[config.mk]
export PLATFORM = sky130hd
export DESIGN_NAME = mem_bus_arbiter_flat
export DESIGN_NICKNAME = d
export VERILOG_FILES = /design/src/rtl/mem_bus_arbiter_pkg.sv /design/src/rtl/mem_bus_arbiter_if.sv /design/src/rtl/mem_bus_arbiter_rr_pick.sv /design/src/rtl/mem_bus_arbiter.sv /design/src/flat_wrapper.sv
export SDC_FILE = /design/constraint.sdc
export NUM_CORES = 1
export LEC_CHECK = 0
export ABC_AREA = 1
export ABC_CLOCK_PERIOD_IN_PS = 3650
export BUFFER_PORTS_ARGS = -buffer_cell sky130_fd_sc_hd__buf_2
export CORE_MARGIN = 2
export CORE_UTILIZATION = 46
export CTS_CLUSTER_DIAMETER = 100
export CTS_CLUSTER_SIZE = 20
export DETAILED_ROUTE_END_ITERATION = 8
export PLACE_DENSITY = 0.89
export SLEW_MARGIN = 20
export SYNTH_ARGS = -nofsm -noshare
export SYNTH_HDL_FRONTEND = slang
export SYNTH_HIERARCHICAL = 1
export SYNTH_SLANG_ARGS = --single-unit
[constraint.sdc]
create_clock -name clk -period 3.65 [get_ports clk]
set_clock_uncertainty 0.15 [all_clocks]
set_input_delay 0.1825 -clock clk [delete_from_list [all_inputs] [get_ports clk]]
set_output_delay 0.1825 -clock clk [all_outputs]
set_load 0.01 [all_outputs]
[src/rtl/mem_bus_arbiter_pkg.sv]
// Shared types and constants for the memory bus arbiter.
//   state_t   : arbiter FSM states
//   DEF_AW/DW : default address/data widths of the 256x8 memory
//   NREQ_MAX  : largest supported number of masters; sizes the pointer
//   rr_next   : round-robin pointer increment, wrapping at the master count
package mem_bus_arbiter_pkg;

    typedef enum logic {
        IDLE   = 1'b0,
        ACCESS = 1'b1
    } state_t;

    localparam int DEF_AW   = 8;
    localparam int DEF_DW   = 8;
    localparam int NREQ_MAX = 4;
    localparam int PTR_W    = $clog2(NREQ_MAX);

    function automatic logic [PTR_W-1:0] rr_next(input logic [PTR_W-1:0] idx, input int n);
        if (int'(idx) + 1 >= n)
            return '0;
        return idx + PTR_W'(1);
    endfunction

endpackage

[src/rtl/mem_bus_arbiter_if.sv]
// Master-side bus of the memory arbiter.
//   req/we_i/addr_i/wdata_i : per-master command, master i in slice i
//   gnt                     : one-hot grant, one cycle per transfer
//   rvalid/rdata            : one-hot read strobe and shared read data
//   lock                    : per-master lock request (MEM_BUS_ARBITER_LOCK_EN only)
// Modports: master (requesters / testbench), slave (arbiter).
interface mem_bus_arbiter_if
    import mem_bus_arbiter_pkg::*;
#(
    parameter int NREQ = 2,
    parameter int AW   = DEF_AW,
    parameter int DW   = DEF_DW
);
    logic [NREQ-1:0]    req;
    logic [NREQ-1:0]    we_i;
    logic [NREQ*AW-1:0] addr_i;
    logic [NREQ*DW-1:0] wdata_i;
    logic [NREQ-1:0]    gnt;
    logic [NREQ-1:0]    rvalid;
    logic [DW-1:0]      rdata;
`ifdef MEM_BUS_ARBITER_LOCK_EN
    logic [NREQ-1:0]    lock;

    modport master (output req, we_i, addr_i, wdata_i, lock,
                    input  gnt, rvalid, rdata);
    modport slave  (input  req, we_i, addr_i, wdata_i, lock,
                    output gnt, rvalid, rdata);
`else
    modport master (output req, we_i, addr_i, wdata_i,
                    input  gnt, rvalid, rdata);
    modport slave  (input  req, we_i, addr_i, wdata_i,
                    output gnt, rvalid, rdata);
`endif
endinterface

[src/rtl/mem_bus_arbiter_rr_pick.sv]
// Combinational round-robin picker: the first requester at or after ptr,
// wrapping modulo NREQ.
//   req     : request vector
//   ptr     : highest-priority index this round
//   win_oh  : one-hot winner
//   win_idx : winner index
//   any     : at least one request present
module mem_bus_arbiter_rr_pick
    import mem_bus_arbiter_pkg::*;
#(
    parameter int NREQ = 2
) (
    input  logic [NREQ-1:0]  req,
    input  logic [PTR_W-1:0] ptr,
    output logic [NREQ-1:0]  win_oh,
    output logic [PTR_W-1:0] win_idx,
    output logic             any
);

    always_comb begin
        int j;
        win_oh  = '0;
        win_idx = '0;
        any     = 1'b0;
        j       = 0;
        for (int i = 0; i < NREQ; i++) begin
            j = int'(ptr) + i;
            if (j >= NREQ)
                j = j - NREQ;
            if (!any && req[j]) begin
                any        = 1'b1;
                win_idx    = PTR_W'(j);
                win_oh[j]  = 1'b1;
            end
        end
    end

endmodule

[src/rtl/mem_bus_arbiter.sv]
// Round-robin arbiter sharing a single-port synchronous memory between
// NREQ masters; one transfer every two cycles.
//   clk, rst_n          : clock, asynchronous active-low reset
//   bus (slave modport) : master requests, grants, read strobes and data
//   mem_addr/wdata/we   : registered memory command
//   mem_rdata           : registered memory read data, passed to bus.rdata
// Optional: define MEM_BUS_ARBITER_LOCK_EN to add per-master lock, letting
// one master hold the bus across a read-modify-write.
//
// state  | meaning
// IDLE   | arbitrate; a winner's command is registered onto the memory bus
// ACCESS | memory samples the command; requests ignored for this cycle
module mem_bus_arbiter
    import mem_bus_arbiter_pkg::*;
#(
    parameter int NREQ = 2,
    parameter int AW   = DEF_AW,
    parameter int DW   = DEF_DW
) (
    input  logic                 clk,
    input  logic                 rst_n,
    mem_bus_arbiter_if.slave     bus,
    output logic [AW-1:0]        mem_addr,
    output logic [DW-1:0]        mem_wdata,
    output logic                 mem_we,
    input  logic [DW-1:0]        mem_rdata
);

    state_t            state_q, state_d;
    logic [PTR_W-1:0]  ptr_q, ptr_d;
    logic [NREQ-1:0]   gnt_d;
    logic [NREQ-1:0]   rvalid_d;
    logic [AW-1:0]     addr_d;
    logic [DW-1:0]     wdata_d;
    logic              we_d;

    logic [NREQ-1:0]   req_eff;
    logic [NREQ-1:0]   win_oh;
    logic [PTR_W-1:0]  win_idx;
    logic              any_req;

`ifdef MEM_BUS_ARBITER_LOCK_EN
    logic              locked_q, locked_d;
    logic [PTR_W-1:0]  lock_idx_q, lock_idx_d;

    // While locked only the owner is visible to the picker.
    assign req_eff = locked_q ? (bus.req & (NREQ'(1) << lock_idx_q)) : bus.req;
`else
    assign req_eff = bus.req;
`endif

    assign bus.rdata = mem_rdata;

    mem_bus_arbiter_rr_pick #(.NREQ(NREQ)) u_rr_pick (
        .req     (req_eff),
        .ptr     (ptr_q),
        .win_oh  (win_oh),
        .win_idx (win_idx),
        .any     (any_req)
    );

    always_comb begin
        state_d  = state_q;
        ptr_d    = ptr_q;
        gnt_d    = '0;
        rvalid_d = '0;
        we_d     = 1'b0;
        addr_d   = mem_addr;
        wdata_d  = mem_wdata;
`ifdef MEM_BUS_ARBITER_LOCK_EN
        locked_d   = locked_q;
        lock_idx_d = lock_idx_q;
`endif
        case (state_q)
            IDLE: begin
                if (any_req) begin
                    state_d = ACCESS;
                    gnt_d   = win_oh;
                    we_d    = bus.we_i[win_idx];
                    addr_d  = bus.addr_i[win_idx*AW +: AW];
                    wdata_d = bus.wdata_i[win_idx*DW +: DW];
`ifdef MEM_BUS_ARBITER_LOCK_EN
                    // A locking grant keeps the pointer where it is; the
                    // releasing grant advances it past the owner.
                    if (bus.lock[win_idx]) begin
                        locked_d   = 1'b1;
                        lock_idx_d = win_idx;
                    end else begin
                        locked_d = 1'b0;
                        ptr_d    = rr_next(win_idx, NREQ);
                    end
`else
                    ptr_d   = rr_next(win_idx, NREQ);
`endif
                end
            end
            ACCESS: begin
                state_d  = IDLE;
                // The grant register doubles as the read owner.
                rvalid_d = bus.gnt & {NREQ{~mem_we}};
            end
            default: state_d = IDLE;
        endcase
    end

    always_ff @(posedge clk or negedge rst_n) begin
        if (!rst_n) begin
            state_q    <= IDLE;
            ptr_q      <= '0;
            bus.gnt    <= '0;
            bus.rvalid <= '0;
            mem_we     <= 1'b0;
            mem_addr   <= '0;
            mem_wdata  <= '0;
`ifdef MEM_BUS_ARBITER_LOCK_EN
            locked_q   <= 1'b0;
            lock_idx_q <= '0;
`endif
        end else begin
            state_q    <= state_d;
            ptr_q      <= ptr_d;
            bus.gnt    <= gnt_d;
            bus.rvalid <= rvalid_d;
            mem_we     <= we_d;
            mem_addr   <= addr_d;
            mem_wdata  <= wdata_d;
`ifdef MEM_BUS_ARBITER_LOCK_EN
            locked_q   <= locked_d;
            lock_idx_q <= lock_idx_d;
`endif
        end
    end

endmodule
[src/flat_wrapper.sv]
// flat-port wrapper written by rule: the top's interface ports become plain ports
module mem_bus_arbiter_flat import mem_bus_arbiter_pkg::*;
#(
    parameter int NREQ = 2,
    parameter int AW   = DEF_AW,
    parameter int DW   = DEF_DW
)
  (clk, rst_n, mem_addr, mem_wdata, mem_we, mem_rdata, bus_req, bus_we_i, bus_addr_i, bus_wdata_i, bus_gnt, bus_rvalid, bus_rdata);
  mem_bus_arbiter_if #(.NREQ(NREQ), .AW(AW), .DW(DW)) bus_i ();
  input  logic clk;
  input  logic rst_n;
  output logic [AW-1:0] mem_addr;
  output logic [DW-1:0] mem_wdata;
  output logic mem_we;
  input  logic [DW-1:0] mem_rdata;
  input wire logic [$bits(bus_i.req)-1:0] bus_req;
  input wire logic [$bits(bus_i.we_i)-1:0] bus_we_i;
  input wire logic [$bits(bus_i.addr_i)-1:0] bus_addr_i;
  input wire logic [$bits(bus_i.wdata_i)-1:0] bus_wdata_i;
  output wire logic [$bits(bus_i.gnt)-1:0] bus_gnt;
  output wire logic [$bits(bus_i.rvalid)-1:0] bus_rvalid;
  output wire logic [$bits(bus_i.rdata)-1:0] bus_rdata;
  assign bus_i.req = bus_req;
  assign bus_i.we_i = bus_we_i;
  assign bus_i.addr_i = bus_addr_i;
  assign bus_i.wdata_i = bus_wdata_i;
  assign bus_gnt = bus_i.gnt;
  assign bus_rvalid = bus_i.rvalid;
  assign bus_rdata = bus_i.rdata;
  mem_bus_arbiter #(.NREQ(NREQ), .AW(AW), .DW(DW)) u_core (.clk(clk), .rst_n(rst_n), .bus(bus_i), .mem_addr(mem_addr), .mem_wdata(mem_wdata), .mem_we(mem_we), .mem_rdata(mem_rdata));
endmodule
# Word level (Yosys, flattened, before mapping)
# Index checks and enable logic that the tools add are counted.
[totals] regBits=24 in_bits=46 word_cells=63
[op_classes] reduce_logical=5 order_cmp=8 n_shift=2 muxes=32 add_sub_neg=5 bitwise_logic=4
[ops] cell="$ge 32x1->1 const B" n=2
[ops] cell="$lt 32x3->1 const B" n=2
[ops] cell="$mux 32" n=2
[ops] cell="$ge 32x3->1 const B" n=1
[ops] cell="$shiftx 16x6->8" n=2
[ops] cell="$mux 1" n=18
[ops] cell="$mux 2" n=9
[ops] cell="$add 2x1->3 const B" n=2
[ops] cell="$sub 3x2->4 const B" n=1
[ops] cell="$ge 3x2->1 const B" n=1
[ops] cell="$logic_and 1x1->1" n=3
[ops] cell="$sub 2x2->3 const B" n=1
[ops] cell="$add 2x1->2 const B" n=1
[ops] cell="$and 2x2->2" n=1
[ops] cell="$demux 1 s1" n=2
[ops] cell="$ge 2x2->1 const B" n=1
[ops] cell="$lt 2x2->1 const B" n=1
[ops] cell="$not 1->1" n=2
[ops] cell="$or 2x2->2" n=1
[ops] cell="$pmux 1 s2" n=1
[ops] cell="$reduce_and 2->1" n=1
[ops] cell="$logic_not 1->1" n=1

# Logic depth before layout (Yosys ltp)
# Gate-level depths: netlist of the first run.
[logic_depth] depth_word=15 depth_mapped=10 ltp_nobuf=8

# By module
# Netlist of the first run, hierarchy kept.
[by_module_without_submodules] module="mem_bus_arbiter" n_inst=1 area_per_inst_um2=1223.7 seq_area_each_um2=600.6 cells_each=157
[by_module_without_submodules] module="mem_bus_arbiter_rr_pick" n_inst=1 area_per_inst_um2=51.3 seq_area_each_um2=0.0 cells_each=13

# Worst setup path after synthesis of the first run
# Ideal clock, no wire load.
[synth_timing] kind="reg2reg" from="register u_core.ptr_q[0]" to="register u_core.ptr_q[1]" period_less_slack_ns=1.536 arrival_time_ns=1.303 t_required_ns=3.417 setup_slack_ns=2.114 n_path_buf=0 stages_incl_launch_ff=7 cell_sequence="dfrtp_1 nand2_1 nor2_1 inv_1 ha_1 nand2_1 o21ai_0"
[synth_between] elab_chain_cells=15
[synth_lines] element="start, declared" line="mem_bus_arbiter.sv:30" source="logic [PTR_W-1:0] ptr_q, ptr_d;"
[synth_lines] element="start signal, assigned" line="mem_bus_arbiter.sv:121" source="ptr_q <= ptr_d;"
[synth_lines] element="parallel branches: the longest is 8 deep, another holds $sub 3x2->4"
[synth_lines] element="$mux 2 (*)" line="mem_bus_arbiter_rr_pick.sv:30" source="if (!any && req[j]) begin"
[synth_lines] element="via u_core.win_idx[1]" line="mem_bus_arbiter.sv:39" source="logic [PTR_W-1:0] win_idx;"
[synth_lines] element="$add 2x1->3" line="mem_bus_arbiter_pkg.sv:19" source="if (int'(idx) + 1 >= n)"
[synth_lines] element="$ge 32x3->1" line="mem_bus_arbiter_pkg.sv:19"
[synth_lines] element="$mux 1" line="mem_bus_arbiter_pkg.sv:19"
[synth_lines] element="$mux 1" line="mem_bus_arbiter.sv:76" source="if (any_req) begin"
[synth_lines] element="$mux 1" line="mem_bus_arbiter.sv:74" source="case (state_q)"
[synth_lines] element="$mux 2 (*)" line="mem_bus_arbiter_pkg.sv:21" source="return idx + PTR_W'(1);"
# Mark *: on every way through the listed nets, which the timed path passes. The select of a mux whose other input is x is not followed.
# A chain may end at the register's enable or synchronous reset.

# Worst setup path in the final report of the first run
# Same ends and word-level chain as after synthesis.

==> flow_summary.html, run 1 <==
<table>
<tr><th>Metric</th><th>Value</th></tr>
<tr><th colspan="2">Clocking</th></tr>
<tr><td>Insertion delay to the later sink of the worst-skew pair</td><td>~0.30 ns</td></tr>
<tr><td>H-tree levels</td><td>1</td></tr>
<tr><td>TritonCTS sink count</td><td>24</td></tr>
<tr><td>Clk Tree Root Cell</td><td>sky130_fd_sc_hd__clkbuf_4</td></tr>
<tr><td>Post-CTS clock slew at the launch and capture registers of the worst setup and hold paths</td><td>~0.13 ns</td></tr>
<tr><td># Post-CTS Setup Buffers</td><td>0</td></tr>
<tr><td>Number of buffers created by CTS</td><td>3</td></tr>
<tr><td>Hold-fix buffer count after cts</td><td>5</td></tr>
<tr><td>Number of gates given a new drive strength after cts</td><td>0</td></tr>
<tr><td>Number of buffers on the longest clock path</td><td>2</td></tr>
<tr><td>CTS tree</td><td>built</td></tr>
<tr><th colspan="2">Routing</th></tr>
<tr><td>Wire length per cell</td><td>10.4 um</td></tr>
<tr><td>DRT Pass-1 Iters</td><td>4</td></tr>
<tr><td>Number of vias in the routed layout</td><td>~1,200</td></tr>
<tr><td>Via-per-instance ratio</td><td>between 4 and 5</td></tr>
<tr><td>Routed Wire Length</td><td>~2700 um</td></tr>
<tr><td>Final routed DRC violation total</td><td>0</td></tr>
<tr><td>Number of nets with antenna violations after detailed routing</td><td>0</td></tr>
<tr><td>Detailed router's first-iteration violation count</td><td>27</td></tr>
<tr><th colspan="2">Finish</th></tr>
<tr><td>Final non-filler cell area</td><td>between 1500 and 2000 um^2</td></tr>
<tr><td>Non-filler cells in the finished layout</td><td>roughly 260</td></tr>
<tr><td>Filler Cell Count</td><td>~260</td></tr>
<tr><td>Fraction of final layout cells with drive strength greater than 1</td><td>a little under a third</td></tr>
<tr><td>Number of diodes</td><td>0</td></tr>
<tr><td>Area of combinational cells with multiple inputs</td><td>528 um^2</td></tr>
<tr><td>Syn-to-layout area delta</td><td>24.7%</td></tr>
<tr><td>Number of nets in the layout</td><td>between 200 and 300</td></tr>
<tr><td>Final core utilization</td><td>between 50 and 60%</td></tr>
<tr><td>Area of all sequential standard cells</td><td>601 um^2</td></tr>
<tr><th colspan="2">Logic synthesis</th></tr>
<tr><td>Net count of the mapped netlist</td><td>218</td></tr>
<tr><td>Synthesized area per cell</td><td>around 7.5 um^2</td></tr>
<tr><td>Share of Yosys cell area claimed by the top area cell type</td><td>a little under half</td></tr>
<tr><td>Ranking of synthesized cells by area</td><td>sky130_fd_sc_hd__dfrtp_1 (47%), sky130_fd_sc_hd__nand2_1 (32%), sky130_fd_sc_hd__buf_4 (5.3%)</td></tr>
<tr><td>Number of warnings printed during yosys synthesis</td><td>6</td></tr>
<tr><td>Post-synth cell types</td><td>16</td></tr>
<tr><td>Post-synthesis cell area</td><td>1270 um^2</td></tr>
<tr><td>Share of synthesized area occupied by flip-flops and latches</td><td>a little under half</td></tr>
<tr><td>#FFs+latches synth</td><td>24</td></tr>
<tr><td>Dominant cell type by area after synthesis</td><td>sky130_fd_sc_hd__dfrtp_1</td></tr>
<tr><td>Synthesized instance count</td><td>170</td></tr>
<tr><th colspan="2">Critical path</th></tr>
<tr><td>Capturing element type of the critical path</td><td>register</td></tr>
<tr><td>Arrival time of data at the critical path endpoint</td><td>1.74 ns</td></tr>
<tr><td>Required time reported for the critical path endpoint</td><td>between 3 and 4 ns</td></tr>
<tr><td>Worst Setup Start Kind</td><td>register</td></tr>
<tr><td>WS Path Type</td><td>reg2reg</td></tr>
<tr><td>Chain of cells forming the critical path</td><td>nand2_1 &gt; nor2_1 &gt; inv_1 &gt; ha_1 &gt; nand2_1 &gt; o21ai_0</td></tr>
<tr><td>CP max stage cell</td><td>sky130_fd_sc_hd__dfrtp_1</td></tr>
<tr><td>CP dominant cell by count</td><td>sky130_fd_sc_hd__nand2_1</td></tr>
<tr><td>Max FO, Critical Path</td><td>4</td></tr>
<tr><td>Maximum cell stage delay along the critical path</td><td>around 0.43 ns</td></tr>
<tr><th colspan="2">Timing</th></tr>
<tr><td>Shortest period the worst path allows</td><td>roughly 1.7 ns</td></tr>
<tr><td>Worst-Margin Slew</td><td>0.530 ns</td></tr>
<tr><td>Unrepaired setup endpoints after global routing</td><td>false</td></tr>
<tr><td>Achievable clock frequency</td><td>about 0.60 GHz</td></tr>
<tr><td>Max-slew violation total from the final report</td><td>0</td></tr>
<tr><td>Relative slew margins</td><td>between 60 and 70%</td></tr>
<tr><td>Post-route clock period utilization</td><td>between 40% and 50%</td></tr>
<tr><td>Final number of setup-violating endpoints</td><td>0</td></tr>
<tr><td>Number of endpoints with negative hold slack in the final report</td><td>0</td></tr>
<tr><td>TNS Setup</td><td>0 ns</td></tr>
<tr><th colspan="2">Floorplanning</th></tr>
<tr><td>Height of the die</td><td>between 50 and 60 um</td></tr>
<tr><td>Count of pins on the block boundary</td><td>75</td></tr>
<tr><td>Chip Width</td><td>56.6 um</td></tr>
<tr><td>Initial standard-cell utilization of the core</td><td>between 40% and 50%</td></tr>
<tr><td>Die area</td><td>3210 um^2</td></tr>
<tr><td>Site row count</td><td>19</td></tr>
<tr><td>Std-Cell Core Area</td><td>around 2700 um^2</td></tr>
<tr><th colspan="2">Global route</th></tr>
<tr><td>Vias in the first global route</td><td>roughly 1,100</td></tr>
<tr><td>Antenna violations before repair</td><td>0</td></tr>
<tr><td>Global router's overall resource usage</td><td>between 10% and 20%</td></tr>
<tr><td>Global-route wire length before repair</td><td>4570 um</td></tr>
<tr><td>Pin count of the biggest net entering global routing</td><td>25</td></tr>
<tr><td>Overflow after GRT</td><td>0</td></tr>
<tr><th colspan="2">Placed design</th></tr>
<tr><td>Placed wire-length estimate</td><td>about 1900 um</td></tr>
<tr><td>Global placer's final weighted congestion</td><td>roughly 0.75</td></tr>
<tr><td>Post-place instance area</td><td>about 1500 um^2</td></tr>
<tr><td>Instance count after placement with tap cells included</td><td>246</td></tr>
<tr><td>Count of buffers from port buffering</td><td>58</td></tr>
<tr><th colspan="2">Run</th></tr>
<tr><td>Maxcap violations</td><td>0</td></tr>
<tr><th colspan="2">Power</th></tr>
<tr><td>Static Leak</td><td>0.984 nW</td></tr>
<tr><td>Total power divided by cell area</td><td>between 400 and 500 nW/um^2</td></tr>
<tr><td>VDD IR-drop max</td><td>0.000292 V</td></tr>
<tr><th colspan="2">Min path</th></tr>
<tr><td>Worst Hold Class</td><td>in2reg</td></tr>
<tr><th colspan="2">Run status</th></tr>
<tr><td>Outcome</td><td>complete, no violations</td></tr>
</table>
[routing by layer]
| layer | vias up | global-route usage, % | routed length [um] |
|---|---|---|---|
| met5 | - | 0 | 0 |
| met4 | 0 | 3.06 | 12 |
| met3 | 2 | 3.69 | 195 |
| met2 | 43 | 33.7 | 1240 |
| met1 | 497 | 21.7 | 1200 |
| li1 | 611 | - | - |
[cell usage in the layout (no fill, tap or decap)]
| cell | n |
|---|---|
| sky130_fd_sc_hd__inv_4 | 1 |
| sky130_fd_sc_hd__inv_2 | 1 |
| sky130_fd_sc_hd__clkbuf_4 | 3 |
| sky130_fd_sc_hd__nand2_1 | 108 |
| sky130_fd_sc_hd__nor2_1 | 8 |
| sky130_fd_sc_hd__nor2_2 | 1 |
| sky130_fd_sc_hd__inv_1 | 5 |
| sky130_fd_sc_hd__nand2_4 | 1 |
| sky130_fd_sc_hd__buf_4 | 1 |
| sky130_fd_sc_hd__nor2_8 | 1 |
| sky130_fd_sc_hd__o21ai_0 | 1 |
| sky130_fd_sc_hd__nor3b_1 | 2 |
| sky130_fd_sc_hd__ha_1 | 2 |
| sky130_fd_sc_hd__nor3_2 | 1 |
| sky130_fd_sc_hd__buf_2 | 58 |
| sky130_fd_sc_hd__dfrtp_1 | 24 |
| sky130_fd_sc_hd__clkbuf_8 | 1 |
| sky130_fd_sc_hd__dlygate4sd3_1 | 6 |
[metrics by stage]
stage	worst slack [ns]	total power, mW	hold slack, ns
floorplan	2.11	0.485	-0.263
global placement	2.07	0.546	0.0344
detailed placement	2.00	0.553	0.0460
CTS	1.97	0.694	0.000276
global route	1.85	0.748	0.00691
finish	1.98	0.688	0.00793
[power by group]
| part | internal, mW | leakage, nW | switching (mW) | total (mW) |
|---|---|---|---|---|
| combinational | 0.0874 | 0.660 | 0.123 | 0.210 |
| clock | 0.0607 | 0.0210 | 0.0749 | 0.136 |
| sequential | 0.314 | 0.303 | 0.0277 | 0.342 |
| total | 0.462 | 0.984 | 0.225 | 0.688 |
[kinds of logic (layout without fill, tap and decap cells)]
family | after synthesis | count (layout) | share of synthesized area [%]
and+or+nand+nor | 122 | 122 | 39.1
DFF | 24 | 24 | 47.1
buffers and inverters | 21 | 76 | 11.5
adders and majority gates | 2 | 2 | 1.96
AOI/OAI and AO/OA | 1 | 1 | 0.392
[registers in the layout (all words and copies together) (netlist names)]
register and count:
u_core/mem_we 1, u_core/mem_wdata 8, u_core/mem_addr 8, u_core/bus.gnt 2, u_core/ptr_q 2, u_core/bus.rvalid 2
u_core/state_q 1
[path summary, 6_finish.rpt]
path	startpoint	to	slack, ns	cells past startpoint
hold reg to reg	u_core/mem_we$_DFF_PN0_	u_core/bus.rvalid[0]$_DFF_PN0_	0.31	1
max in group asynchronous	rst_n	u_core/ptr_q[1]$_DFFE_PN0P_	2.78	2
setup / recovery	u_core/ptr_q[0]$_DFFE_PN0P_	u_core/ptr_q[1]$_DFFE_PN0P_	1.98	6
setup reg to reg	u_core/ptr_q[0]$_DFFE_PN0P_	u_core/ptr_q[1]$_DFFE_PN0P_	1.98	6
min in group asynchronous	rst_n	u_core/mem_wdata[7]$_DFFE_PN0P_	0.22	2
hold / removal	bus_addr_i[12]	u_core/mem_addr[4]$_DFFE_PN0P_	0.008	5
[cells in the mapped netlist]
| master | instances |
|---|---|
| sky130_fd_sc_hd__nor2_1 | 8 |
| sky130_fd_sc_hd__inv_4 | 1 |
| sky130_fd_sc_hd__nand2_1 | 108 |
| sky130_fd_sc_hd__buf_2 | 1 |
| sky130_fd_sc_hd__inv_1 | 5 |
| sky130_fd_sc_hd__o21ai_0 | 1 |
| sky130_fd_sc_hd__dfrtp_1 | 24 |
| sky130_fd_sc_hd__inv_2 | 1 |
| sky130_fd_sc_hd__nor2_8 | 1 |
| sky130_fd_sc_hd__buf_6 | 4 |
| sky130_fd_sc_hd__buf_4 | 9 |
| sky130_fd_sc_hd__nor3b_1 | 2 |
| sky130_fd_sc_hd__ha_1 | 2 |
| sky130_fd_sc_hd__nand2_4 | 1 |
| sky130_fd_sc_hd__nor3_2 | 1 |
| sky130_fd_sc_hd__nor2_2 | 1 |
[final cells by class]
class,count,share of cell area (%)
repair buffers,65,22.5
clock buffers,4,2.28
well taps,31,2.44
multi-input cells,125,33.2
flip-flops and latches,24,37.8
inverters,7,1.81
[worst max-delay path, delay by kind of cell, from the launching register on]
family | cells | cell delay, ns
flip-flops | 1 | 0.43
adder cells (fa/ha/maj) | 1 | 0.29
AND/OR/NAND/NOR | 3 | 0.46
buffers and inverters | 1 | 0.12
AO/OA/AOI/OAI | 1 | 0.15
Power figures use the tool's default switching activity.
==> run 2, diff against run 1 <==
- ABC_CLOCK_PERIOD_IN_PS: 3650 -> 1540
- CORE_UTILIZATION: 46 -> 43
- PLACE_DENSITY: 0.89 -> 0.84
- clock period: 3.65 -> 1.54 ns (I/O delays scaled with it)
==> flow_summary.html, run 2 (synthesis results as in run 1) <==
<table>
<tr><th>Metric</th><th>Value</th></tr>
<tr><th colspan="2">Run status</th></tr>
<tr><td>Outcome</td><td>complete, no violations</td></tr>
<tr><th colspan="2">Timing</th></tr>
<tr><td>Post-route clock period utilization</td><td>a little over nine tenths</td></tr>
<tr><td>TNS Setup</td><td>0 ns</td></tr>
<tr><td>Worst-Margin Slew</td><td>0.525 ns</td></tr>
<tr><td>Final number of setup-violating endpoints</td><td>0</td></tr>
<tr><td>Max-slew violation total from the final report</td><td>0</td></tr>
<tr><td>Number of endpoints with negative hold slack in the final report</td><td>0</td></tr>
<tr><td>Shortest period the worst path allows</td><td>1.48 ns</td></tr>
<tr><td>Relative slew margins</td><td>about two thirds</td></tr>
<tr><td>Unrepaired setup endpoints after global routing</td><td>false</td></tr>
<tr><td>Achievable clock frequency</td><td>0.674 GHz</td></tr>
<tr><td>Worst-case setup margin in the final layout</td><td>0.0566 ns</td></tr>
<tr><th colspan="2">Global route</th></tr>
<tr><td>Antenna violations before repair</td><td>0</td></tr>
<tr><td>Pin count of the biggest net entering global routing</td><td>25</td></tr>
<tr><td>Global router's overall resource usage</td><td>a little over a fifth</td></tr>
<tr><td>Global-route wire length before repair</td><td>around 5500 um</td></tr>
<tr><td>Overflow after GRT</td><td>0</td></tr>
<tr><td>Vias in the first global route</td><td>between 1,000 and 1,500</td></tr>
<tr><th colspan="2">Floorplanning</th></tr>
<tr><td>Height of the die</td><td>roughly 58 um</td></tr>
<tr><td>Count of pins on the block boundary</td><td>between 70 and 80</td></tr>
<tr><td>Chip Width</td><td>about 58 um</td></tr>
<tr><td>Die area</td><td>about 3400 um^2</td></tr>
<tr><td>Std-Cell Core Area</td><td>roughly 2800 um^2</td></tr>
<tr><td>Site row count</td><td>19</td></tr>
<tr><td>Initial standard-cell utilization of the core</td><td>a little under half</td></tr>
<tr><th colspan="2">Critical path</th></tr>
<tr><td>Required time reported for the critical path endpoint</td><td>roughly 1.6 ns</td></tr>
<tr><td>Capturing element type of the critical path</td><td>register</td></tr>
<tr><td>Chain of cells forming the critical path</td><td>dlygate4sd3_1 &gt; buf_2 &gt; inv_1 &gt; nand2_1 &gt; nor2_2 &gt; inv_1 &gt; ha_1 &gt; nand2_1 &gt; o21ai_0</td></tr>
<tr><td>R2R Setup Slk</td><td>about 0.12 ns</td></tr>
<tr><td>Maximum cell stage delay along the critical path</td><td>between 0.5 and 0.6 ns</td></tr>
<tr><td>CP max stage cell</td><td>sky130_fd_sc_hd__dlygate4sd3_1</td></tr>
<tr><td>CP top delay family</td><td>buffers and inverters</td></tr>
<tr><td>Arrival time of data at the critical path endpoint</td><td>about 1.6 ns</td></tr>
<tr><td>Max FO, Critical Path</td><td>4</td></tr>
<tr><td>Worst Setup Start Kind</td><td>input pin</td></tr>
<tr><td>WS Path Type</td><td>in2reg</td></tr>
<tr><td>Beginning of the critical path</td><td>bus_req[1]</td></tr>
<tr><td>Crit path buf inv count</td><td>4</td></tr>
<tr><td>Worst r2r src</td><td>u_core/ptr_q[0]$_DFFE_PN0P_</td></tr>
<tr><th colspan="2">Routing</th></tr>
<tr><td>DRT Pass-1 Iters</td><td>4</td></tr>
<tr><td>Wire length per cell</td><td>roughly 11 um</td></tr>
<tr><td>Routed Wire Length</td><td>between 3000 and 4000 um</td></tr>
<tr><td>Number of nets with antenna violations after detailed routing</td><td>0</td></tr>
<tr><td>Via-per-instance ratio</td><td>4.52</td></tr>
<tr><td>Number of vias in the routed layout</td><td>~1,300</td></tr>
<tr><td>Final routed DRC violation total</td><td>0</td></tr>
<tr><td>Detailed router's first-iteration violation count</td><td>35</td></tr>
<tr><th colspan="2">Clocking</th></tr>
<tr><td>Number of buffers created by CTS</td><td>3</td></tr>
<tr><td>Post-CTS clock slew at the launch and capture registers of the worst setup and hold paths</td><td>around 0.13 ns</td></tr>
<tr><td>Insertion delay to the later sink of the worst-skew pair</td><td>around 0.31 ns</td></tr>
<tr><td>TritonCTS sink count</td><td>24</td></tr>
<tr><td>Clk Tree Root Cell</td><td>sky130_fd_sc_hd__clkbuf_4</td></tr>
<tr><td>H-tree levels</td><td>1</td></tr>
<tr><td>CTS tree</td><td>built</td></tr>
<tr><td># Post-CTS Setup Buffers</td><td>0</td></tr>
<tr><td>Number of buffers on the longest clock path</td><td>2</td></tr>
<tr><th colspan="2">Finish</th></tr>
<tr><td>Filler Cell Count</td><td>between 200 and 250</td></tr>
<tr><td>Non-filler cells in the finished layout</td><td>a little under 300</td></tr>
<tr><td>Syn-to-layout area delta</td><td>52.5%</td></tr>
<tr><td>Most frequent standard cell in the layout excluding fill and tap cells</td><td>sky130_fd_sc_hd__nand2_1</td></tr>
<tr><td>Number of nets in the layout</td><td>about 310</td></tr>
<tr><td>Top flop regs</td><td>u_core/mem_addr: 8 flops, u_core/mem_wdata: 8 flops</td></tr>
<tr><td>Final core utilization</td><td>69.9%</td></tr>
<tr><td>Most used cells in the layout excluding fill and tap cells</td><td>sky130_fd_sc_hd__nand2_1 (108), sky130_fd_sc_hd__buf_2 (58), sky130_fd_sc_hd__dlygate4sd3_1 (37), sky130_fd_sc_hd__dfrtp_1 (24), sky130_fd_sc_hd__nor2_1 (6)</td></tr>
<tr><td>Number of diodes</td><td>0</td></tr>
<tr><td>Fraction of final layout cells with drive strength greater than 1</td><td>between 20% and 30%</td></tr>
<tr><th colspan="2">Power</th></tr>
<tr><td>Fraction of power consumed by combinational cells</td><td>31.7%</td></tr>
<tr><td>Total power divided by cell area</td><td>~940 nW/um^2</td></tr>
<tr><td>Total design power</td><td>between 1.5 and 2 mW</td></tr>
<tr><td>Static Leak</td><td>approximately 1.1 nW</td></tr>
<tr><td>Register share of total power</td><td>44.3%</td></tr>
<tr><td>VDD IR-drop max</td><td>between 0.0006 and 0.0007 V</td></tr>
<tr><td>Net switching fraction of the power</td><td>between 30 and 40%</td></tr>
<tr><td>Net switching power figure</td><td>around 0.56 mW</td></tr>
<tr><td>Internal Pwr Total</td><td>1.28 mW</td></tr>
<tr><td>Clock network fraction of design power</td><td>between 20% and 30%</td></tr>
<tr><th colspan="2">Min path</th></tr>
<tr><td>Worst Hold Class</td><td>in2out</td></tr>
<tr><td>Worst hold start</td><td>mem_rdata[5]</td></tr>
<tr><th colspan="2">Run</th></tr>
<tr><td>Maxcap violations</td><td>0</td></tr>
<tr><th colspan="2">Placed design</th></tr>
<tr><td>Global placer's final weighted congestion</td><td>~0.73</td></tr>
<tr><td>Instance count after placement with tap cells included</td><td>between 200 and 250</td></tr>
<tr><td>Worst setup slack before clock tree synthesis</td><td>0.0687 ns</td></tr>
<tr><td>Placed wire-length estimate</td><td>1960 um</td></tr>
<tr><td>Count of buffers from port buffering</td><td>58</td></tr>
</table>
==> run 2: layer usage <==
metal / vias to the layer above / part of all wire [%] / GRT usage [%]
li1: 682 / - / -
met1: 577 / 40 / 21.2
met2: 51 / 53 / 42.2
met3: 2 / 6.3 / 4.40
met4: 0 / 0.51 / 5.32
met5: - / 0 / 0
==> run 2: cell type report <==
| class | instances | area [um^2] | share of cell area [%] |
|---|---|---|---|
| tap | 31 | 38.8 | 1.99 |
| sequential | 24 | 601 | 30.9 |
| timing repair buffer | 99 | 691 | 35.5 |
| multi-input combinational | 125 | 533 | 27.4 |
| inverter | 7 | 28.8 | 1.48 |
| clock inverter | 1 | 30.0 | 1.54 |
| clock buffer | 3 | 22.5 | 1.16 |
==> run 2: what timing repair did <==
| action | 4_1_cts | 5_1_grt |
|---|---|---|
| gates resized for setup | 0 | 2 |
| hold buffers | 37 | 0 |
| endpoints found under the hold margin | 43 | 0 |
| endpoints found under the setup margin | 0 | 13 |
==> run 2: path summary, 6_finish.rpt <==
kind                       cells past startpoint                               to
min reg2reg                                    1   u_core/bus.rvalid[1]$_DFF_PN0_
max in group asynchronous                      2          u_core/mem_we$_DFF_PN0_
min in group asynchronous                      2  u_core/mem_wdata[4]$_DFFE_PN0P_
min                                            0                     bus_rdata[5]
max reg2reg                                    6      u_core/ptr_q[1]$_DFFE_PN0P_
max                                            9      u_core/ptr_q[1]$_DFFE_PN0P_
==> run 2: per-stage QoR <==
step | instance area (um^2) | hold slack [ns]
global route | 1940 | 0.00402
CTS | 1940 | 0.00407
floorplan | 1270 | -0.369
detailed placement | 1520 | -0.0587
global placement | 1520 | -0.0707
finish | 1940 | 0.00400
==> run 2: power by group through the flow <==
| stage | sequential [mW] | clock, mW | combinational, mW |
|---|---|---|---|
| CTS | 0.812 | 0.458 | 0.577 |
| floorplan | 0.868 | 0 | 0.282 |
| detailed placement | 0.822 | 0 | 0.506 |
| global placement | 0.819 | 0 | 0.494 |
| global route | 0.827 | 0.487 | 0.645 |
| finish | 0.814 | 0.441 | 0.583 |
==> run 3, diff against run 2 <==
- ABC_AREA: 1 -> default
- CORE_UTILIZATION: 43 -> 41
- PLACE_DENSITY: 0.84 -> 0.83
==> flow_summary.html, run 3 <==
<table>
<tr><th>Metric</th><th>Value</th></tr>
<tr><th colspan="2">Timing</th></tr>
<tr><td>Relative slew margins</td><td>between 60% and 70%</td></tr>
<tr><td>Max-slew violation total from the final report</td><td>0</td></tr>
<tr><td>Worst-Margin Slew</td><td>0.523 ns</td></tr>
<tr><td>Achievable clock frequency</td><td>approximately 0.61 GHz</td></tr>
<tr><td>Shortest period the worst path allows</td><td>1.65 ns</td></tr>
<tr><td>Number of endpoints with negative hold slack in the final report</td><td>0</td></tr>
<tr><td>Final number of setup-violating endpoints</td><td>16</td></tr>
<tr><td>Worst-case setup margin in the final layout</td><td>-0.110 ns</td></tr>
<tr><td>TNS Setup</td><td>-0.864 ns</td></tr>
<tr><td>Unrepaired setup endpoints after global routing</td><td>true</td></tr>
<tr><td>Post-route clock period utilization</td><td>107%</td></tr>
<tr><th colspan="2">Finish</th></tr>
<tr><td>Filler Cell Count</td><td>about 150</td></tr>
<tr><td>Top flop regs</td><td>u_core/mem_addr: 8 flops, u_core/mem_wdata: 8 flops</td></tr>
<tr><td>Area of all sequential standard cells</td><td>roughly 600 um^2</td></tr>
<tr><td>Number of diodes</td><td>0</td></tr>
<tr><td>Fraction of final layout cells with drive strength greater than 1</td><td>between 50% and 60%</td></tr>
<tr><td>Most frequent standard cell in the layout excluding fill and tap cells</td><td>sky130_fd_sc_hd__buf_2</td></tr>
<tr><td>Most used cells in the layout excluding fill and tap cells</td><td>sky130_fd_sc_hd__buf_2 (58), sky130_fd_sc_hd__dlygate4sd3_1 (36), sky130_fd_sc_hd__dfrtp_1 (24), sky130_fd_sc_hd__o2bb2ai_2 (12), sky130_fd_sc_hd__mux2i_1 (11)</td></tr>
<tr><td>Number of nets in the layout</td><td>~240</td></tr>
<tr><td>Area of combinational cells with multiple inputs</td><td>657 um^2</td></tr>
<tr><td>Syn-to-layout area delta</td><td>80.0%</td></tr>
<tr><th colspan="2">Logic synthesis</th></tr>
<tr><td>#FFs+latches synth</td><td>24</td></tr>
<tr><td>Fraction of the mapped netlist area in adder cells</td><td>between 2 and 2.5%</td></tr>
<tr><td>Number of synthesized flops with an enable pin</td><td>0</td></tr>
<tr><td>Async set or reset register ratio after synthesis</td><td>100%</td></tr>
<tr><td>Synthesized area per cell</td><td>roughly 12 um^2</td></tr>
<tr><td>Complex-gate fraction of the synthesized area</td><td>a little over an eighth</td></tr>
<tr><td>Ranking of synthesized cells by area</td><td>sky130_fd_sc_hd__dfrtp_1 (51%), sky130_fd_sc_hd__mux2i_1 (15%), sky130_fd_sc_hd__o2bb2ai_1 (12%)</td></tr>
<tr><td>Post-synthesis cell area</td><td>between 1000 and 1500 um^2</td></tr>
<tr><td>Dominant cell type by area after synthesis</td><td>sky130_fd_sc_hd__dfrtp_1</td></tr>
<tr><td>Simple-gate share of the synthesized area</td><td>under 10%</td></tr>
<tr><td>Post-Synth XOR/XNOR Area</td><td>0%</td></tr>
<tr><td>Number of warnings printed during yosys synthesis</td><td>6</td></tr>
<tr><td>Net count of the mapped netlist</td><td>approximately 140</td></tr>
<tr><td>Top cell types by occurrence after synthesis</td><td>sky130_fd_sc_hd__dfrtp_1 (24), sky130_fd_sc_hd__mux2i_1 (18), sky130_fd_sc_hd__o2bb2ai_1 (16)</td></tr>
<tr><td>Share of synthesized area occupied by flip-flops and latches</td><td>51.4%</td></tr>
<tr><td>Fraction of synthesized area in multiplexers</td><td>~16%</td></tr>
<tr><td>Synthesized instance count</td><td>94</td></tr>
<tr><td>Share of Yosys cell area claimed by the top area cell type</td><td>between 50% and 60%</td></tr>
<tr><td>Count leader, synth</td><td>sky130_fd_sc_hd__dfrtp_1</td></tr>
<tr><td>Post-synth cell types</td><td>20</td></tr>
<tr><td>Primary FF master, synth</td><td>sky130_fd_sc_hd__dfrtp_1</td></tr>
<tr><td>Dominant combinational cell family by area after synthesis</td><td>multiplexers</td></tr>
<tr><th colspan="2">Critical path</th></tr>
<tr><td>R2r worst-path depth</td><td>4</td></tr>
<tr><td>Worst Setup Start Kind</td><td>register</td></tr>
<tr><td>Maximum cell stage delay along the critical path</td><td>0.43 ns</td></tr>
<tr><td>CP max stage cell</td><td>sky130_fd_sc_hd__dfrtp_1</td></tr>
<tr><td>R2R Setup Slk</td><td>-0.11 ns</td></tr>
<tr><td>Worst r2r src</td><td>u_core/ptr_q[0]$_DFFE_PN0P_</td></tr>
<tr><td>Capturing element type of the critical path</td><td>register</td></tr>
<tr><td>Required time reported for the critical path endpoint</td><td>around 1.6 ns</td></tr>
<tr><td>Arrival time of data at the critical path endpoint</td><td>1.74 ns</td></tr>
<tr><td>Crit path buf inv count</td><td>1</td></tr>
<tr><td>CP top delay family</td><td>simple AND/OR/NAND/NOR gates</td></tr>
<tr><td>Capture point of the worst reg-to-reg path</td><td>u_core/mem_wdata[6]$_DFFE_PN0P_</td></tr>
<tr><td>Chain of cells forming the critical path</td><td>and4b_1 &gt; or3b_4 &gt; buf_8 &gt; o2bb2ai_2</td></tr>
<tr><td>Max FO, Critical Path</td><td>5</td></tr>
<tr><td>WS Path Type</td><td>reg2reg</td></tr>
<tr><th colspan="2">Placed design</th></tr>
<tr><td>Count of buffers from port buffering</td><td>58</td></tr>
<tr><td>Worst setup slack before clock tree synthesis</td><td>-0.0563 ns</td></tr>
<tr><td>Placed wire-length estimate</td><td>2020 um</td></tr>
<tr><td>Global placer's final weighted congestion</td><td>between 0.7 and 0.8</td></tr>
<tr><th colspan="2">Routing</th></tr>
<tr><td>Number of vias in the routed layout</td><td>1,148</td></tr>
<tr><td>DRT Pass-1 Iters</td><td>4</td></tr>
<tr><td>Number of nets with antenna violations after detailed routing</td><td>0</td></tr>
<tr><td>Detailed router's first-iteration violation count</td><td>56</td></tr>
<tr><td>Final routed DRC violation total</td><td>0</td></tr>
<tr><td>Via-per-instance ratio</td><td>approximately 5.3</td></tr>
<tr><td>Routed Wire Length</td><td>roughly 4200 um</td></tr>
<tr><td>Wire length per cell</td><td>between 15 and 20 um</td></tr>
<tr><th colspan="2">Power</th></tr>
<tr><td>VDD IR-drop max</td><td>0.000748 V</td></tr>
<tr><td>Total power divided by cell area</td><td>about 930 nW/um^2</td></tr>
<tr><td>Static Leak</td><td>between 1 and 1.5 nW</td></tr>
<tr><th colspan="2">Clocking</th></tr>
<tr><td>Insertion delay to the later sink of the worst-skew pair</td><td>0.32 ns</td></tr>
<tr><td>Clk Tree Root Cell</td><td>sky130_fd_sc_hd__clkbuf_4</td></tr>
<tr><td>Number of buffers on the longest clock path</td><td>2</td></tr>
<tr><td>TritonCTS sink count</td><td>24</td></tr>
<tr><td>Number of buffers created by CTS</td><td>3</td></tr>
<tr><td>H-tree levels</td><td>1</td></tr>
<tr><td>Post-CTS clock slew at the launch and capture registers of the worst setup and hold paths</td><td>about 0.13 ns</td></tr>
<tr><td>CTS tree</td><td>built</td></tr>
<tr><th colspan="2">Min path</th></tr>
<tr><td>Worst Hold Path EP</td><td>bus_rdata[0]</td></tr>
<tr><td>Number of stages on the worst hold path</td><td>0</td></tr>
<tr><td>Worst hold start</td><td>mem_rdata[0]</td></tr>
<tr><td>Worst Hold Class</td><td>in2out</td></tr>
<tr><th colspan="2">Floorplanning</th></tr>
<tr><td>Initial standard-cell utilization of the core</td><td>between 40% and 50%</td></tr>
<tr><td>Chip Width</td><td>approximately 57 um</td></tr>
<tr><td>Std-Cell Core Area</td><td>roughly 2700 um^2</td></tr>
<tr><td>Count of pins on the block boundary</td><td>75</td></tr>
<tr><td>Site row count</td><td>19</td></tr>
<tr><td>Die area</td><td>roughly 3300 um^2</td></tr>
<tr><td>Height of the die</td><td>57.4 um</td></tr>
<tr><th colspan="2">Global route</th></tr>
<tr><td>Overflow after GRT</td><td>0</td></tr>
<tr><td>Pin count of the biggest net entering global routing</td><td>25</td></tr>
<tr><td>Vias in the first global route</td><td>roughly 1,200</td></tr>
<tr><td>Antenna violations before repair</td><td>0</td></tr>
<tr><td>Global-route wire length before repair</td><td>5300 um</td></tr>
<tr><td>Global router's overall resource usage</td><td>about a fifth</td></tr>
<tr><th colspan="2">Run status</th></tr>
<tr><td>Failing checks</td><td>negative setup slack</td></tr>
<tr><td>Outcome</td><td>complete, but fails checks</td></tr>
<tr><th colspan="2">Run</th></tr>
<tr><td>Maxcap violations</td><td>0</td></tr>
</table>
-- run 3: cell count changes after synthesis, moves of 2 or more --
cell / delta
sky130_fd_sc_hd__a21boi_1: +2
sky130_fd_sc_hd__and2_1: +3
sky130_fd_sc_hd__and3b_1: +2
sky130_fd_sc_hd__buf_2: +2
sky130_fd_sc_hd__buf_6: -3
sky130_fd_sc_hd__mux2i_1: +18
sky130_fd_sc_hd__nand2_1: -107
sky130_fd_sc_hd__nor2_1: -7
sky130_fd_sc_hd__nor3b_1: -2
sky130_fd_sc_hd__o2bb2ai_1: +16
-- run 3: how the worst max path moves through the flow --
stage                                           start                              end  slack [ns]  cells after the start
after floorplan           u_core/ptr_q[0]$_DFFE_PN0P_      u_core/ptr_q[1]$_DFFE_PN0P_       -0.02                      8
after global placement    u_core/ptr_q[0]$_DFFE_PN0P_  u_core/mem_wdata[6]$_DFFE_PN0P_        0.05                      4
after detailed placement  u_core/ptr_q[1]$_DFFE_PN0P_  u_core/mem_wdata[5]$_DFFE_PN0P_       -0.06                      4
after CTS                 u_core/ptr_q[0]$_DFFE_PN0P_  u_core/mem_wdata[0]$_DFFE_PN0P_       -0.01                      4
after global routing      u_core/ptr_q[0]$_DFFE_PN0P_   u_core/mem_addr[4]$_DFFE_PN0P_       -0.14                      5
final                     u_core/ptr_q[0]$_DFFE_PN0P_  u_core/mem_wdata[6]$_DFFE_PN0P_       -0.11                      4
-- run 3: cell families (layout without fill, tap and decap cells) --
kind of cell | count (synthesis) | in the layout
buffers and inverters | 19 | 111
AO/OA/AOI/OAI | 19 | 19
AND/OR/NAND/NOR | 11 | 11
multiplexers | 19 | 19
adder cells (fa/ha/maj) | 2 | 2
flip-flops | 24 | 24
-- run 3: what timing repair did --
item	CTS	global route
gates resized for setup	7	29
gates cloned	0	1
hold buffers	36	0
endpoints found under the hold margin	42	0
pin swaps	0	9
setup endpoints to repair	16	16
buffers inserted	2	1
-- run 3: worst reg2reg max path, delay by kind of cell, from the launching register on --
kind	cells	cell delay, ns
and+or+nand+nor	2	0.65
buffers and inverters	1	0.16
DFF	1	0.43
AOI/OAI and AO/OA	1	0.18
-- run 3: through the flow --
stage	instances	instance area [um^2]	utilization, %	hold WS (ns)	power [mW]
final	217	2100	76.9	0.00400	1.95
after global routing	217	2100	76.9	0.00402	2.04
after CTS	215	1900	69.4	0.00412	1.73
after detailed placement	174	1460	53.4	-0.0617	1.35
after global placement	174	1460	53.4	-0.0786	1.32
after floorplan	94	1200	-	-0.369	1.14
-- run 3: report_power, final --
part           switching (mW)  total [mW]  internal [mW]
combinational           0.377       0.819          0.443
sequential              0.106       0.856          0.750
clock                   0.187       0.279         0.0918
-- run 3: layout make-up --
class	instances	area share (%)
timing repair buffer	103	36.3
sequential	24	28.6
inverter	5	1.01
tap	31	1.84
clock buffer	3	1.07
multi-input combinational	51	31.2
-- run 3: layer usage --
layer  up-vias  track usage, %  part of all wire [%]
met5         -               0                     0
met4         0            9.63                   3.2
met3        12            2.27                   5.0
met2        58            41.2                    58
met1       567            21.4                    34
li1        511               -                     -
